--- src/rtl/mstore_drain_if.sv ---
// Handshake bundle between the FFT output, the metadata store and the
// aligned data+metadata stream produced by mstore_drain.
interface mstore_drain_if #(
  parameter int WIDTH  = 32,
  parameter int MWIDTH = 1
);
  logic              in_m_nd;
  logic              in_nd;
  logic [WIDTH-1:0]  in_data;
  logic [MWIDTH-1:0] mstore_m;
  logic              mstore_read;
  logic              out_nd;
  logic [WIDTH-1:0]  out_data;
  logic [MWIDTH-1:0] out_m;
  logic              out_first;
  logic              out_last;
  logic              error;

  modport master (
    output in_m_nd, in_nd, in_data, mstore_m,
    input  mstore_read, out_nd, out_data, out_m,
    input  out_first, out_last, error
  );

  modport slave (
    input  in_m_nd, in_nd, in_data, mstore_m,
    output mstore_read, out_nd, out_data, out_m,
    output out_first, out_last, error
  );
endinterface

--- src/rtl/mstore_drain.sv ---
// Read-side sequencer for an N-entry metadata store: tracks fill/drain,
// pairs each FFT sample with its metadata and strobes the store read.
module mstore_drain #(
  parameter int N      = 8,
  parameter int WIDTH  = 32,
  parameter int MWIDTH = 1
) (
  input logic          clk,
  input logic          rst_n,
  mstore_drain_if.slave bus
);

  localparam int CW = $clog2(N);
  localparam logic [CW-1:0] LAST = CW'(N - 1);

  typedef enum logic {
    FILL,
    DRAIN
  } state_e;

  state_e            state_q, state_d;
  logic [CW-1:0]     wcount_q, wcount_d;
  logic [CW-1:0]     rcount_q, rcount_d;
  logic              read_q, read_d;
  logic              nd_q, nd_d;
  logic              first_q, first_d;
  logic              last_q, last_d;
  logic              err_q, err_d;
  logic [WIDTH-1:0]  data_q, data_d;
  logic [MWIDTH-1:0] m_q, m_d;

  logic          final_rd;
  logic          accept;
  logic [CW-1:0] idx;

  function automatic logic [CW-1:0] inc(input logic [CW-1:0] v);
    return (v == LAST) ? '0 : v + 1'b1;
  endfunction

  // A read in flight this cycle already owns rcount, so the sample
  // being accepted takes the following index.
  assign final_rd = (state_q == DRAIN) && read_q && (rcount_q == LAST);
  assign idx      = read_q ? inc(rcount_q) : rcount_q;
  assign accept   = bus.in_nd && (state_q == DRAIN) && !final_rd;

  always_comb begin
    state_d  = state_q;
    wcount_d = wcount_q;
    rcount_d = rcount_q;
    err_d    = err_q;
    data_d   = data_q;
    m_d      = m_q;
    read_d   = 1'b0;
    nd_d     = 1'b0;
    first_d  = 1'b0;
    last_d   = 1'b0;

    if (read_q) rcount_d = inc(rcount_q);

    unique case (state_q)
      FILL: begin
        if (bus.in_m_nd) begin
          wcount_d = inc(wcount_q);
          if (wcount_q == LAST) state_d = DRAIN;
        end
        if (bus.in_nd) err_d = 1'b1;
      end
      DRAIN: begin
        if (bus.in_m_nd) err_d = 1'b1;
        if (bus.in_nd && final_rd) err_d = 1'b1;
        if (final_rd) state_d = FILL;
      end
    endcase

    if (accept) begin
      nd_d    = 1'b1;
      read_d  = 1'b1;
      data_d  = bus.in_data;
      m_d     = bus.mstore_m;
      first_d = (idx == '0);
      last_d  = (idx == LAST);
    end
  end

  always_ff @(posedge clk or negedge rst_n) begin
    if (!rst_n) begin
      state_q  <= FILL;
      wcount_q <= '0;
      rcount_q <= '0;
      read_q   <= 1'b0;
      nd_q     <= 1'b0;
      first_q  <= 1'b0;
      last_q   <= 1'b0;
      err_q    <= 1'b0;
      data_q   <= '0;
      m_q      <= '0;
    end else begin
      state_q  <= state_d;
      wcount_q <= wcount_d;
      rcount_q <= rcount_d;
      read_q   <= read_d;
      nd_q     <= nd_d;
      first_q  <= first_d;
      last_q   <= last_d;
      err_q    <= err_d;
      data_q   <= data_d;
      m_q      <= m_d;
    end
  end

  assign bus.mstore_read = read_q;
  assign bus.out_nd      = nd_q;
  assign bus.out_data    = data_q;
  assign bus.out_m       = m_q;
  assign bus.out_first   = first_q;
  assign bus.out_last    = last_q;
  assign bus.error       = err_q;

endmodule

--- src/flat_wrapper.sv ---
// flat-port wrapper written by rule: the top's interface ports become plain ports
module mstore_drain_flat 
#(
  parameter int N      = 8,
  parameter int WIDTH  = 32,
  parameter int MWIDTH = 1
)
  (clk, rst_n, bus_in_m_nd, bus_in_nd, bus_in_data, bus_mstore_m, bus_mstore_read, bus_out_nd, bus_out_data, bus_out_m, bus_out_first, bus_out_last, bus_error);
  mstore_drain_if #(.WIDTH(WIDTH), .MWIDTH(MWIDTH)) bus_i ();
  input logic clk;
  input logic rst_n;
  input wire logic [$bits(bus_i.in_m_nd)-1:0] bus_in_m_nd;
  input wire logic [$bits(bus_i.in_nd)-1:0] bus_in_nd;
  input wire logic [$bits(bus_i.in_data)-1:0] bus_in_data;
  input wire logic [$bits(bus_i.mstore_m)-1:0] bus_mstore_m;
  output wire logic [$bits(bus_i.mstore_read)-1:0] bus_mstore_read;
  output wire logic [$bits(bus_i.out_nd)-1:0] bus_out_nd;
  output wire logic [$bits(bus_i.out_data)-1:0] bus_out_data;
  output wire logic [$bits(bus_i.out_m)-1:0] bus_out_m;
  output wire logic [$bits(bus_i.out_first)-1:0] bus_out_first;
  output wire logic [$bits(bus_i.out_last)-1:0] bus_out_last;
  output wire logic [$bits(bus_i.error)-1:0] bus_error;
  assign bus_i.in_m_nd = bus_in_m_nd;
  assign bus_i.in_nd = bus_in_nd;
  assign bus_i.in_data = bus_in_data;
  assign bus_i.mstore_m = bus_mstore_m;
  assign bus_mstore_read = bus_i.mstore_read;
  assign bus_out_nd = bus_i.out_nd;
  assign bus_out_data = bus_i.out_data;
  assign bus_out_m = bus_i.out_m;
  assign bus_out_first = bus_i.out_first;
  assign bus_out_last = bus_i.out_last;
  assign bus_error = bus_i.error;
  mstore_drain #(.N(N), .WIDTH(WIDTH), .MWIDTH(MWIDTH)) u_core (.clk(clk), .rst_n(rst_n), .bus(bus_i));
endmodule
--- config.mk ---
export PLATFORM = sky130hd
export DESIGN_NAME = mstore_drain_flat
export DESIGN_NICKNAME = d
export VERILOG_FILES = /design/src/rtl/mstore_drain_if.sv /design/src/rtl/mstore_drain.sv /design/src/flat_wrapper.sv
export SDC_FILE = /design/constraint.sdc
export NUM_CORES = 1
export LEC_CHECK = 0
export ABC_CLOCK_PERIOD_IN_PS = 2200
export BUFFER_PORTS_ARGS = -buffer_cell sky130_fd_sc_hd__buf_2
export CAP_MARGIN = 20
export CORE_UTILIZATION = 45
export DETAILED_ROUTE_END_ITERATION = 12
export MAX_ROUTING_LAYER = met4
export PLACE_DENSITY = 0.74
export SKIP_LAST_GASP = 1
export SYNTH_ARGS = -nofsm -noshare
export SYNTH_HDL_FRONTEND = slang
export SYNTH_SLANG_ARGS = --single-unit
export TNS_END_PERCENT = 1
--- constraint.sdc ---
create_clock -name clk -period 2.2 [get_ports clk]
set_clock_uncertainty 0.15 [all_clocks]
set_input_delay 0 -clock clk [delete_from_list [all_inputs] [get_ports clk]]
set_output_delay 0 -clock clk [all_outputs]
set_load 0.005 [all_outputs]
======== After elaboration in Yosys (flattened, before gate mapping) ========
Index checks and enable logic that the tools add are counted.
operators by class
  add/subtract/negate cells ............... 2
  equal/unequal tests ..................... 5
  mux-type cells .......................... 14
  bitwise operators ....................... 1
  reduce and logical (&&, ||, !) cells .... 9
operators with widths
  kind                                          count
  == test 3 bit (second input constant)         3
  two-way mux 1 bit                             9
  two-way mux 3 bit                             3
  adder 3 x 1 -> 3 bit (second input constant)  2
  logical AND 1 bit                             5
  one-hot mux 1 bit (2 select lines)            2
  AND reduction 2 bit                           2
  zero test 3 bit                               1
  != test 3 bit (second input constant)         1
  != test 2 bit (second input constant)         1
  zero test 1 bit                               1
  NOT 1 bit                                     1
storage, ports and cells
  flip-flop bits (word level) ............. 44
  input port bits ......................... 37
  logic and storage cells ................. 40

======== Longest topological paths before layout ========
  word-level depth ........................ 5
  gate-level depth with buffers ........... 6

======== Least setup slack after synthesis ========
OpenSTA, ideal clock, no wires.
  kind .................................... reg2reg
  start point ............................. register u_core.rcount_q[0]
  end point ............................... register u_core.data_q[0] (netlist: u_core.bus.out_data[0])
  arrival ................................. 1.452 ns
  data required time ...................... 1.925 ns
  slack ................................... 0.473 ns
  cell stages (with the launch flop) ...... 7
  buffers on the path ..................... 1
  clock period less this slack ............ 1.727 ns
  cells stage by stage .................... dfrtp_1 -> ha_1 -> ha_1 -> nand2_2 -> nand3_4 -> buf_6 -> mux2_4
between the ends
  cells in the longest elaborated chain, start to end .. 4
RTL lines
  element                 RTL line             source
  from (decl)             mstore_drain.sv:23   logic [CW-1:0] rcount_q, rcount_d;
  from (signal assigned)  mstore_drain.sv:100  rcount_q <= rcount_d;
  == test 3 bit           mstore_drain.sv:42   assign final_rd = (state_q == DRAIN) && read_q && (rcount_q == LAST);
  logical AND 1 bit       mstore_drain.sv:42
  zero test 1 bit         mstore_drain.sv:44   assign accept = bus.in_nd && (state_q == DRAIN) && !final_rd;
  logical AND 1 bit       mstore_drain.sv:44
  to (signal assigned)    mstore_drain.sv:106  data_q <= data_d;
  to (decl)               mstore_drain.sv:29   logic [WIDTH-1:0] data_q, data_d;
No other way between the ends.
A chain may end at the register's enable or synchronous reset.

======== Worst setup path after layout ========
  start point ............................. register u_core.rcount_q[0]
  end point ............................... register u_core.err_q (netlist: u_core.bus.error)
between the ends
  cells in the longest elaborated chain, start to end .. 5
  elaborated cells between the ends (all ways) .. 7
  those cells by class .................... 2 x eq/ne; 2 x mux; 3 x reduce/logical
RTL lines
  element                                                                    RTL line             source
  == test 3 bit *                                                            mstore_drain.sv:42
  logical AND 1 bit *                                                        mstore_drain.sv:42
  logical AND 1 bit *                                                        mstore_drain.sv:70   if (bus.in_nd && final_rd) err_d = 1'b1;
  two-way mux 1 bit or != test 3 bit (tied branches)                         n/a
  one-hot mux 1 bit (2 select lines) or AND reduction 2 bit (tied branches)  n/a
  to (signal assigned)                                                       mstore_drain.sv:105  err_q <= err_d;
  to (decl)                                                                  mstore_drain.sv:28   logic err_q, err_d;
Mark *: on every way between the ends. The rest lies on a longest branch, timed or not.

==> reports/summary.txt <==
core area: 3770 um^2
DRC viols: 0
Hold Path Class: in2reg
register bit total from synthesis: 44
count leader, synth: dfrtp_1
ANT cells: 0
max-cap violation count: 0
Post-synth EDFFs: 0
syn_nets: 149
port bufs: 74
Worst-Margin Slew: 0.945 ns
Total Power: 3.37 mW
CP max stage cell: dlygate4sd3_1
critical path peak fanout: 3
met2 usage: 36.5%
Finish-stage setup viols: 0
FF-to-FF End: u_core.bus.error
met3 Use GR: 4.86%
Synth top area share: 60.5%
VDD IR max: 0.707 mV
antenna violations before repair: 0
Seq/Total Area, Yosys: 60.5%
met1 usage: 20.5%
highest clock rate: 483 MHz
Critical Path End Type: flop
grt total ovfl: 0
clock tree root driver cell: clkbuf_8
CP startpoint: u_core.rcount_q[0]
layout cells sized above 1: 54.7%
gr busiest metal: met2
die area: 4300 um^2
Mapped Cells: 108
cts bufs inserted: 5
Yosys warnings: 0
router iterations before antenna repair: 2
worst skew pair latency: 0.29 ns
Static Leak: 1.40 nW
Final Cycle Share: 94.1%
crit path cell chain: ha_1, ha_2, nand2_2, nand2_1, a221o_1, dlygate4sd3_1
outcome: finished, final reports clean
async set-or-reset flop fraction in the synthesized netlist: 100%
Critical Path Start Type: flop
CTS sink cnt: 44
largest cells by area after synthesis: dfrtp_1 61%, mux2_4 22%, mux2_2 5.6%, ha_1 2.8%, buf_6 1.9%
setup TNS: 0 ns
Slew headroom: 37.0%
CTS tree: done
post-synth cell types: 19
area growth from synthesis to layout: 48.6%
cell accounting for the most synthesized area: dfrtp_1
die width: 65.6 um
number of I/O pins: 75
Die Y: 65.6 um
Max H-tree Level: 2
drt wl/cell: 14.1 um
Slew Viols, Final: 0
antenna viol nets, final: 0
final hold violation count: 0
R2R depth: 6
critical path class: reg2reg
largest net degree at the start of global routing: 45
origin of the critical flop-to-flop path: u_core.rcount_q[0]
pwr dens: 1250 nW/um^2
first-pass GRT wire length: 6.14 mm
ys flop type: dfrtp_1
r2r setup slk: 0.13 ns
CP arrival: 2.10 ns
GRT Overall Usage: 20.2%
Critical Path End: u_core.bus.error
synth cell count leaders: 44 x dfrtp_1, 27 x mux2_4, 9 x mux2_2, 8 x nand2_1, 4 x ha_1
CP Data Required Time: 2.23 ns
Initial Util: 48.2%
DR vias/cell: 4.68
mapped cell area: 1820 um^2
DR iter-0 viols: 9
Clock transition at path regs: 0.08 ns
setup repair bufs after CTS: 0
vias in the first global route: 1407
Avg Cell Area, Syn: 16.8 um^2
gpl congestion: 0.674
clock period minus worst slack: 2.07 ns
vias post-DR: 1267
area of all placed cells without fillers: 2700 um^2
Largest stage delay, worst path: 0.55 ns
unrepaired setup endpoints after global routing: no
standard-cell rows: 22
final net count: 263
clk buf depth: 2
Routed WL: 3.83 mm
post-DP HPWL: 2.26 mm
placed cell areas: 2230 um^2
## power breakdown
part | internal (mW) | total (mW) | switching (mW)
Combinational | 0.850 | 1.34 | 0.485
Clock | 0.336 | 0.603 | 0.267
Sequential | 1.20 | 1.43 | 0.232
## final cells by class
cell class	count	area, um^2
clock inverters	3	42.5
repair buffers	111	751
multi-input cells	59	676
fillers	235	1070
inverters	1	3.75
well taps	48	60.1
flip-flops and latches	44	1100
clock buffers	5	68.8
## placed cells by master (no fill, tap or decap)
| cell type | n |
|---|---|
| clkinv_2 | 1 |
| nand2_2 | 1 |
| and4b_1 | 1 |
| dlygate4sd3_1 | 36 |
| nor2_1 | 1 |
| a221o_1 | 1 |
| nand3_4 | 1 |
| buf_2 | 74 |
| dfrtp_1 | 44 |
| nor3_1 | 1 |
| ha_2 | 1 |
| mux2_4 | 27 |
| nor2b_1 | 1 |
| clkbuf_8 | 5 |
| a21o_1 | 1 |
| ha_1 | 3 |
| bufinv_16 | 1 |
| nand2_1 | 8 |
| nand3b_1 | 1 |
| clkinvlp_4 | 1 |
| nand2b_1 | 1 |
| inv_1 | 1 |
| mux2_2 | 9 |
| nor4_1 | 1 |
| buf_12 | 1 |
## metrics by stage
| step | hold slack, ns | instances | utilization, % | worst slack [ns] |
|---|---|---|---|---|
| finish | 0.0663 | 271 | 71.7 | 0.130 |
| global route | 0.0757 | 271 | 71.7 | 0.0322 |
| CTS | 0.0595 | 271 | 71.6 | 0.0881 |
| detailed placement | 0.0549 | 227 | 59.1 | 0.409 |
| global placement | 0.0312 | 227 | 59.1 | 0.474 |
| floorplan | -0.446 | 108 | - | 0.473 |
## logic make-up (layout without fill, tap and decap cells)
family / Yosys count / in the layout / share of synthesized area [%]
flip-flops: 44 / 44 / 60.5
multiplexers: 36 / 36 / 27.9
AND/OR/NAND/NOR: 17 / 17 / 5.43
buffers and inverters: 5 / 120 / 2.48
adder cells (fa/ha/maj): 4 / 4 / 2.75
AO/OA/AOI/OAI: 2 / 2 / 0.963
## state kept, by name (all words and copies together), names as in the netlist
signal	count
u_core.bus.error	1
u_core.bus.mstore_read	1
u_core.bus.out_data	32
u_core.bus.out_first	1
u_core.bus.out_last	1
u_core.bus.out_m	1
u_core.rcount_q	3
u_core.state_q	1
u_core.wcount_q	3
## layer usage
metal,wire length [um],share of wire (%)
met2,1970,51
met3,299,7.8
met5,0,0
met1,1520,40
met4,39,1.0
## worst min path at each step
stage          startpoint                     end  slack, ns  cells after the start
3_3_place_gp        rst_n  u_core.bus.out_data[3]       0.03                      1
5_1_grt         bus_in_nd  u_core.bus.mstore_read       0.08                      4
3_5_place_dp        rst_n  u_core.bus.out_data[7]       0.05                      1
2_1_floorplan       rst_n        u_core.bus.error      -0.45                      0
6_report        bus_in_nd  u_core.bus.mstore_read       0.07                      4
4_1_cts         bus_in_nd  u_core.bus.mstore_read       0.06                      4
## worst max-delay path: cells and delay by family (launching register included)
kind | cells | cell delay, ns
compound gates | 1 | 0.29
buf+inv | 1 | 0.55
fa+ha+maj | 2 | 0.39
simple gates | 2 | 0.17
flops | 1 | 0.41
## timing repair
item                       CTS  global route
gates resized for setup      0             1
hold buffers                36             0
setup endpoints to repair    0             1
hold endpoints to repair    82             0
Note: power is estimated with default switching activity, not from simulation.
